### src/rtl/ssd_word_pager.sv
// Two-page hex pager for four ssdDecode digits: shows the high then the low half of a captured word,
// with leading-zero blanking and an overflow blink. All timing is counted in stateClk ticks.
module ssd_word_pager #(
    parameter int DWELL = 1526,
    parameter int BLINK = 763
) (
    input  logic        stateClk,
    input  logic        rst,
    input  logic        load,
    input  logic [31:0] word,
    input  logic        ovf,
    input  logic        auto,
    input  logic        page_sel,
    output logic [3:0]  dig0,
    output logic [3:0]  dig1,
    output logic [3:0]  dig2,
    output logic [3:0]  dig3,
    output logic        en0,
    output logic        en1,
    output logic        en2,
    output logic        en3,
    output logic        page,
    output logic        loaded
);

    localparam int MAXV = (DWELL > BLINK) ? DWELL : BLINK;
    localparam int CW   = (MAXV > 1) ? $clog2(MAXV) : 1;
    localparam logic [CW-1:0] DWELL_LAST = CW'(DWELL - 1);
    localparam logic [CW-1:0] BLINK_LAST = CW'(BLINK - 1);

    typedef enum logic [1:0] {
        IDLE    = 2'd0,
        SHOW_HI = 2'd1,
        SHOW_LO = 2'd2
    } state_t;

    state_t          state_reg;
    logic [31:0]     hold_reg;
    logic            hovf_reg;
    logic [CW-1:0]   dwell_reg;
    logic [CW-1:0]   blink_reg;
    logic            phase_reg;
    logic            loaded_reg;

    logic            hi_zero;
    assign hi_zero = (hold_reg[31:16] == 16'h0000);

    always_ff @(posedge stateClk or posedge rst) begin
        if (rst) begin
            state_reg  <= IDLE;
            hold_reg   <= 32'h0;
            hovf_reg   <= 1'b0;
            dwell_reg  <= '0;
            blink_reg  <= '0;
            phase_reg  <= 1'b1;
            loaded_reg <= 1'b0;
        end else begin
            loaded_reg <= load;
            if (load) begin
                // A capture restarts the page sequence and the blink from the on phase.
                hold_reg  <= word;
                hovf_reg  <= ovf;
                dwell_reg <= '0;
                blink_reg <= '0;
                phase_reg <= 1'b1;
                state_reg <= (word[31:16] != 16'h0000) ? SHOW_HI : SHOW_LO;
            end else if (state_reg == SHOW_HI || state_reg == SHOW_LO) begin
                if (hovf_reg) begin
                    if (blink_reg == BLINK_LAST) begin
                        blink_reg <= '0;
                        phase_reg <= ~phase_reg;
                    end else begin
                        blink_reg <= blink_reg + 1'b1;
                    end
                end else begin
                    blink_reg <= '0;
                    phase_reg <= 1'b1;
                end

                if (auto) begin
                    if (dwell_reg == DWELL_LAST) begin
                        dwell_reg <= '0;
                        // An empty high half pins the display to the low page.
                        if (hi_zero || state_reg == SHOW_HI)
                            state_reg <= SHOW_LO;
                        else
                            state_reg <= SHOW_HI;
                    end else begin
                        dwell_reg <= dwell_reg + 1'b1;
                    end
                end else begin
                    dwell_reg <= '0;
                    state_reg <= page_sel ? SHOW_HI : SHOW_LO;
                end
            end else begin
                state_reg <= IDLE;
            end
        end
    end

    logic        show;
    logic        blank;
    logic [15:0] nib;
    logic [3:0]  lead;
    logic [3:0]  en_raw;
    logic [3:0]  en_vec;
    logic [3:0]  dig_vec [4];

    always_comb begin
        nib   = 16'h0000;
        show  = 1'b0;
        blank = 1'b0;
        case (state_reg)
            SHOW_HI: begin
                nib   = hold_reg[31:16];
                show  = 1'b1;
                blank = 1'b1;
            end
            SHOW_LO: begin
                nib   = hold_reg[15:0];
                show  = 1'b1;
                blank = hi_zero;
            end
            default: begin
                nib   = 16'h0000;
                show  = 1'b0;
                blank = 1'b0;
            end
        endcase
    end

    // lead[k] is set when nibble k or any nibble above it is nonzero.
    generate
        for (genvar gi = 0; gi < 4; gi++) begin : g_digit
            assign dig_vec[gi] = nib[4*gi +: 4];
            assign lead[gi]    = |nib[15:4*gi];
            if (gi == 0) begin : g_units
                assign en_raw[gi] = 1'b1;
            end else begin : g_upper
                assign en_raw[gi] = lead[gi] | ~blank;
            end
            assign en_vec[gi] = en_raw[gi] & show & phase_reg;
        end
    endgenerate

    assign dig0   = dig_vec[0];
    assign dig1   = dig_vec[1];
    assign dig2   = dig_vec[2];
    assign dig3   = dig_vec[3];
    assign en0    = en_vec[0];
    assign en1    = en_vec[1];
    assign en2    = en_vec[2];
    assign en3    = en_vec[3];
    assign page   = (state_reg == SHOW_HI);
    assign loaded = loaded_reg;

endmodule
### config.mk
export PLATFORM = sky130hd
export DESIGN_NAME = ssd_word_pager
export DESIGN_NICKNAME = d
export VERILOG_FILES = /design/src/rtl/ssd_word_pager.sv
export SDC_FILE = /design/constraint.sdc
export NUM_CORES = 1
export LEC_CHECK = 0
export ABC_AREA = 1
export CORE_ASPECT_RATIO = 1.4
export CORE_UTILIZATION = 52
export DETAILED_ROUTE_END_ITERATION = 6
export GPL_ROUTABILITY_DRIVEN = 0
export PLACE_DENSITY = 0.78
export SYNTH_ARGS = -nofsm -noshare
export SYNTH_HDL_FRONTEND = slang
export SYNTH_SLANG_ARGS = --single-unit
### constraint.sdc
create_clock -name stateClk -period 2.45 [get_ports stateClk]
set_clock_uncertainty 0.15 [all_clocks]
set_input_delay 0.245 -clock stateClk [delete_from_list [all_inputs] [get_ports stateClk]]
set_output_delay 0.245 -clock stateClk [all_outputs]
set_load 0.01 [all_outputs]
# Word-level counts from Yosys, hierarchy flattened
# Index checks and enable logic that the tools add are counted.
# word_totals
out_inout_bits	22
register_bits	59
in_bits	38
# op_classes
reduce_logical	10
eq_ne	6
add_sub_neg	2
muxes	22
n_bitwise	12
# ops
op	n
2-to-1 mux 11 bit	8
one-hot mux 16 bit (2 select lines)	1
adder 11 x 1 -> 11 bit, second input constant	2
zero test 16 bit	1
nonzero test 16 bit	1
2-to-1 mux 2 bit	7
OR reduction 12 bit	1
equality test 11 x 10 -> 1 bit, second input constant	1
equality test 11 bit, second input constant	1
OR reduction 8 bit	1
bitwise AND 1 bit	7
2-to-1 mux 1 bit	5
!= test 4 x 3 -> 1 bit, second input constant	1
OR reduction 4 bit	1
!= test 3 x 2 -> 1 bit, second input constant	1
OR 1 bit	3
equality test 2 x 1 -> 1 bit, second input constant	1
equality test 2 bit, second input constant	1
logical OR 1 bit	2
NOT 1 bit	2
one-hot mux 1 bit (2 select lines)	1
AND reduction 2 bit	1
nonzero test 2 bit	1
OR reduction 2 bit	1

# Depth between registers and ports, before layout
# depth
ltp_word	7
depth_mapped	11
ltp_nobuf	10

# Least setup slack after synthesis
# OpenSTA, ideal clock, no wires.
# synth_path
path_type	flip-flop to output port
startpoint	reg state_reg[0]
endpoint	out en1
setup_slack_ns	0.644
stages_incl_launch_ff	10
path_buffers	2
t_arrival_ns	1.411
path_cell_list	dfrtp_1 ha_1 buf_2 buf_6 nand2_1 nand2_1 nand2_1 nand3_1 o21ai_1 nand3_1
# synth_between
elab_chain_len	6
elab_cells_between_ends	11
cone_classes	eq/ne (2); mux (3); bitwise (4); reduce/logical (2)
# synth_rtl
item	line	source
start, declared	37	state_t state_reg;
start signal, assigned	66	state_reg <= (word[31:16] != 16'h0000) ? SHOW_HI : SHOW_LO;
start signal, assigned	93	state_reg <= page_sel ? SHOW_HI : SHOW_LO;
equality test 2 x 1 -> 1 bit *	-	
via page	22	output logic page,
one-hot mux 16 bit (2 select lines) / one-hot mux 1 bit (2 select lines) (equally long branches)	113	case (state_reg)
OR reduction 12 bit / NOT 1 bit (equally long branches)	136, 140	
OR 1 bit	140	assign en_raw[gi] = lead[gi] | ~blank;
bitwise AND 1 bit * (2 in a row)	142	assign en_vec[gi] = en_raw[gi] & show & phase_reg;
end, declared	19	output logic en1,
# Mark *: on every way through the listed nets, which the timed path passes. The rest lies on a longest branch.

# Final worst setup path
# layout_path
startpoint	reg state_reg[0]
endpoint	out dig1[2]
# layout_between
elab_chain_len	2
elab_cells_between_ends	3
cone_classes	eq/ne (2); mux (1)
# layout_rtl
item	line	source
equality test 2 bit / equality test 2 x 1 -> 1 bit (equally long branches)	113	
one-hot mux 16 bit (2 select lines) *	113	
end, declared	15	output logic [3:0] dig1,
# Every way passes the cells marked *; elsewhere a longest branch is shown, timed or not.

==> results.toml <==
[finish]
drive_gt1_frac = 0.07843
final_cell_mix = "nand2_1 (199), dfrtp_1 (58), nor2_1 (57), clkdlybuf4s50_1 (50), inv_1 (33)"
final_common_cell = "nand2_1"
finalNetCount = 549
num_antenna_cells = 0
largest_reg_flops = 32
area_growth_pct = 28.33
final_core_util = 0.6940

[route]
num_vias = 2923
wl_per_cell_um = 12.75
first_pass_iters = 4
ant_nets = 0
first_iter_violations = 102
vias_per_cell = 5.040
drc_errors = 0
route.final.wire_length_um = 7397

[global_route]
track_usage = 0.2580
grt_first_pass_wirelength_um = 12420
grt_max_degree = 47
grt_remaining_overflow = 0
antenna_found_initial = 0
grt_pass1_vias = 2949

[logic_synthesis]
synth_seq_area_share = 0.4661
synth_cell_types = 31
syn_inst = 442
yosys_warnings = 0
ys_ff_latch = 59
avgSynthCellArea_um2 = 7.173
syn_nets = 486
netlist_area_mm2 = 0.003171

[placed_design]
io_buffers = 59
dp_slack_ns = -0.007458
detailed_place_hpwl_um = 5340

[cts]
cts-root-buf = "clkbuf_8"
hold_buffers = 0
ctsHtreeMaxLevel = 3
cts_buffers = 9
cts.sinks = 59
clk_pin_slew_worst_paths_ns = 0.07
clk_path_buf_depth = 2
worstSkewPairLatency_ns = 0.34
cts_tree = "done"

[worst_setup_path]
worstSetupStartpointType = "register"
critical_path_class = "reg2out"
cp_max_fo = 12
reg2reg_from = "state_reg[0]"
ff2ff_setup_slack_ns = 0.58
rr_worst_depth = 8
cp.required_ns = 2.06
crit_arrival_ns = 2.02
crit_path_end_kind = "primary output"
r2r-end = "blink_reg[5]"

[power]
peakVddDrop_uv = 431.6
p_switching_uw = 920.1
finalPower_uw = 2799
p_per_area_mw_per_mm2 = 687.8
seqPwrFrac = 0.399
p_int_uw = 1878
p_sw_frac = 0.3288
pwr-share-comb = 0.320
p_leak_uw = 0.002153
clkPwrFrac = 0.281

[sta]
hold_viol = 0
fin_crit_sh = 0.9847
slew_viol_final = 0
setup_slack_ns = 0.03739
post-route-min-period_ns = 2.413
setup_viol = 0
max_slew_margin = 0.7339
max_freq_mhz = 414.5
worst_pin_slew_ns = 0.3977

[die]
core-area_mm2 = 0.005863
die_h_um = 94.39
chipWidth_um = 68.00
pin_count = 60
rows = 33
start_util = 0.5408
dieArea_mm2 = 0.006418

[run_status]
outcome = "finished clean"

[min_path]
hold_path_class = "in2async"

[flow_run]
cap_viol_max_count = 0
[cell families (layout without fill, tap and decap cells)]
group / Yosys count / after routing / synth area share
AOI/OAI and AO/OA: 21 / 21 / 0.03552
xor gates and xnor gates: 10 / 10 / 0.02763
adders and majority gates: 6 / 6 / 0.02368
buffers and inverters: 53 / 121 / 0.07379
DFF: 59 / 59 / 0.4661
muxes: 1 / 1 / 0.003157
and+or+nand+nor: 292 / 292 / 0.3702
[through the flow]
stage | cells | hold slack [ns] | instance area [um2] | TNS [ns]
4_1_cts | 580 | 0.03422 | 4031 | 0
5_1_grt | 580 | 0.06115 | 4069 | -0.004382
3_3_place_gp | 564 | 0.3063 | 3839 | 0
2_1_floorplan | 442 | 0.1264 | 3171 | 0
3_5_place_dp | 564 | 0.3093 | 3839 | -0.007458
6_report | 580 | 0.02874 | 4069 | 0
[power by group through the flow]
stage	Combinational [uW]	Clock, uW	Sequential [uW]
after floorplan	493	0	1110
after global placement	858	0	1120
after detailed placement	868	0	1130
after CTS	886	794	1110
after global routing	983	832	1130
final	896	786	1120
[worst max path at each step]
stage / from / to
final: state_reg[0] / dig1[2]
after detailed placement: state_reg[0] / en1
after global placement: state_reg[0] / en1
after CTS: state_reg[0] / en1
after floorplan: rst / blink_reg[0]
after global routing: state_reg[1] / dig1[1]
[worst max-delay path, cell delays in order (launching register included)]
cell and delay, ns:
dfrtp_1 0.43, inv_2 0.09, ha_4 0.17, buf_6 0.16, nand2_1 0.09, nand2_1 0.07, nand2_1 0.06, inv_1 0.07
clkdlybuf4s50_1 0.53
[layout make-up]
class	count	area [um2]
Fill cell	498	1794
Multi-Input combinational cell	330	1491
Sequential cell	59	1478
Timing Repair Buffer	66	693.2
Clock buffer	14	162.7
Inverter	39	146.4
Tap cell	70	87.58
Clock inverter	2	10.01
[cells in the mapped netlist]
| cell type | number | area [um2] |
|---|---|---|
| a21oi_1 | 7 | 35.03 |
| a31o_2 | 1 | 8.760 |
| and3_1 | 1 | 6.260 |
| buf_1 | 2 | 7.510 |
| buf_2 | 7 | 35.03 |
| buf_4 | 1 | 7.510 |
| buf_6 | 3 | 33.78 |
| clkbuf_1 | 1 | 3.750 |
| dfrtp_1 | 58 | 1451 |
| dfstp_2 | 1 | 26.28 |
| ha_1 | 6 | 75.07 |
| inv_1 | 36 | 135.1 |
| inv_2 | 3 | 11.26 |
| mux2i_1 | 1 | 10.01 |
| nand2_1 | 199 | 747.0 |
| nand2_2 | 2 | 12.51 |
| nand2_4 | 1 | 11.26 |
| nand3_1 | 17 | 85.08 |
| nand3_2 | 2 | 20.02 |
| nand4_1 | 3 | 18.77 |
| nor2_1 | 58 | 217.7 |
| nor2_2 | 2 | 12.51 |
| nor2_4 | 1 | 11.26 |
| nor3_1 | 5 | 25.02 |
| o21ai_0 | 10 | 50.05 |
| o21ai_1 | 1 | 5.000 |
| o21bai_1 | 1 | 7.510 |
| o22ai_1 | 1 | 6.260 |
| or2_2 | 1 | 6.260 |
| xnor2_1 | 1 | 8.760 |
| xor2_1 | 9 | 78.83 |
[metal layers]
| metal | wire length [um] | vias to the layer above | global-route usage | share of wire |
|---|---|---|---|---|
| li1 | - | 1473 | - | - |
| met1 | 3043 | 1358 | 0.2918 | 0.41 |
| met2 | 3871 | 78 | 0.4592 | 0.52 |
| met3 | 332 | 14 | 0.03019 | 0.045 |
| met4 | 150 | 0 | 0.1337 | 0.020 |
| met5 | 0 | - | 0 | 0 |
[repair_timing]
item                       CTS  global route
pin swaps                    0             1
buffers inserted             0             0
setup endpoints to repair   17            17
resized for setup           12            12
Power figures use the tool's default switching activity.
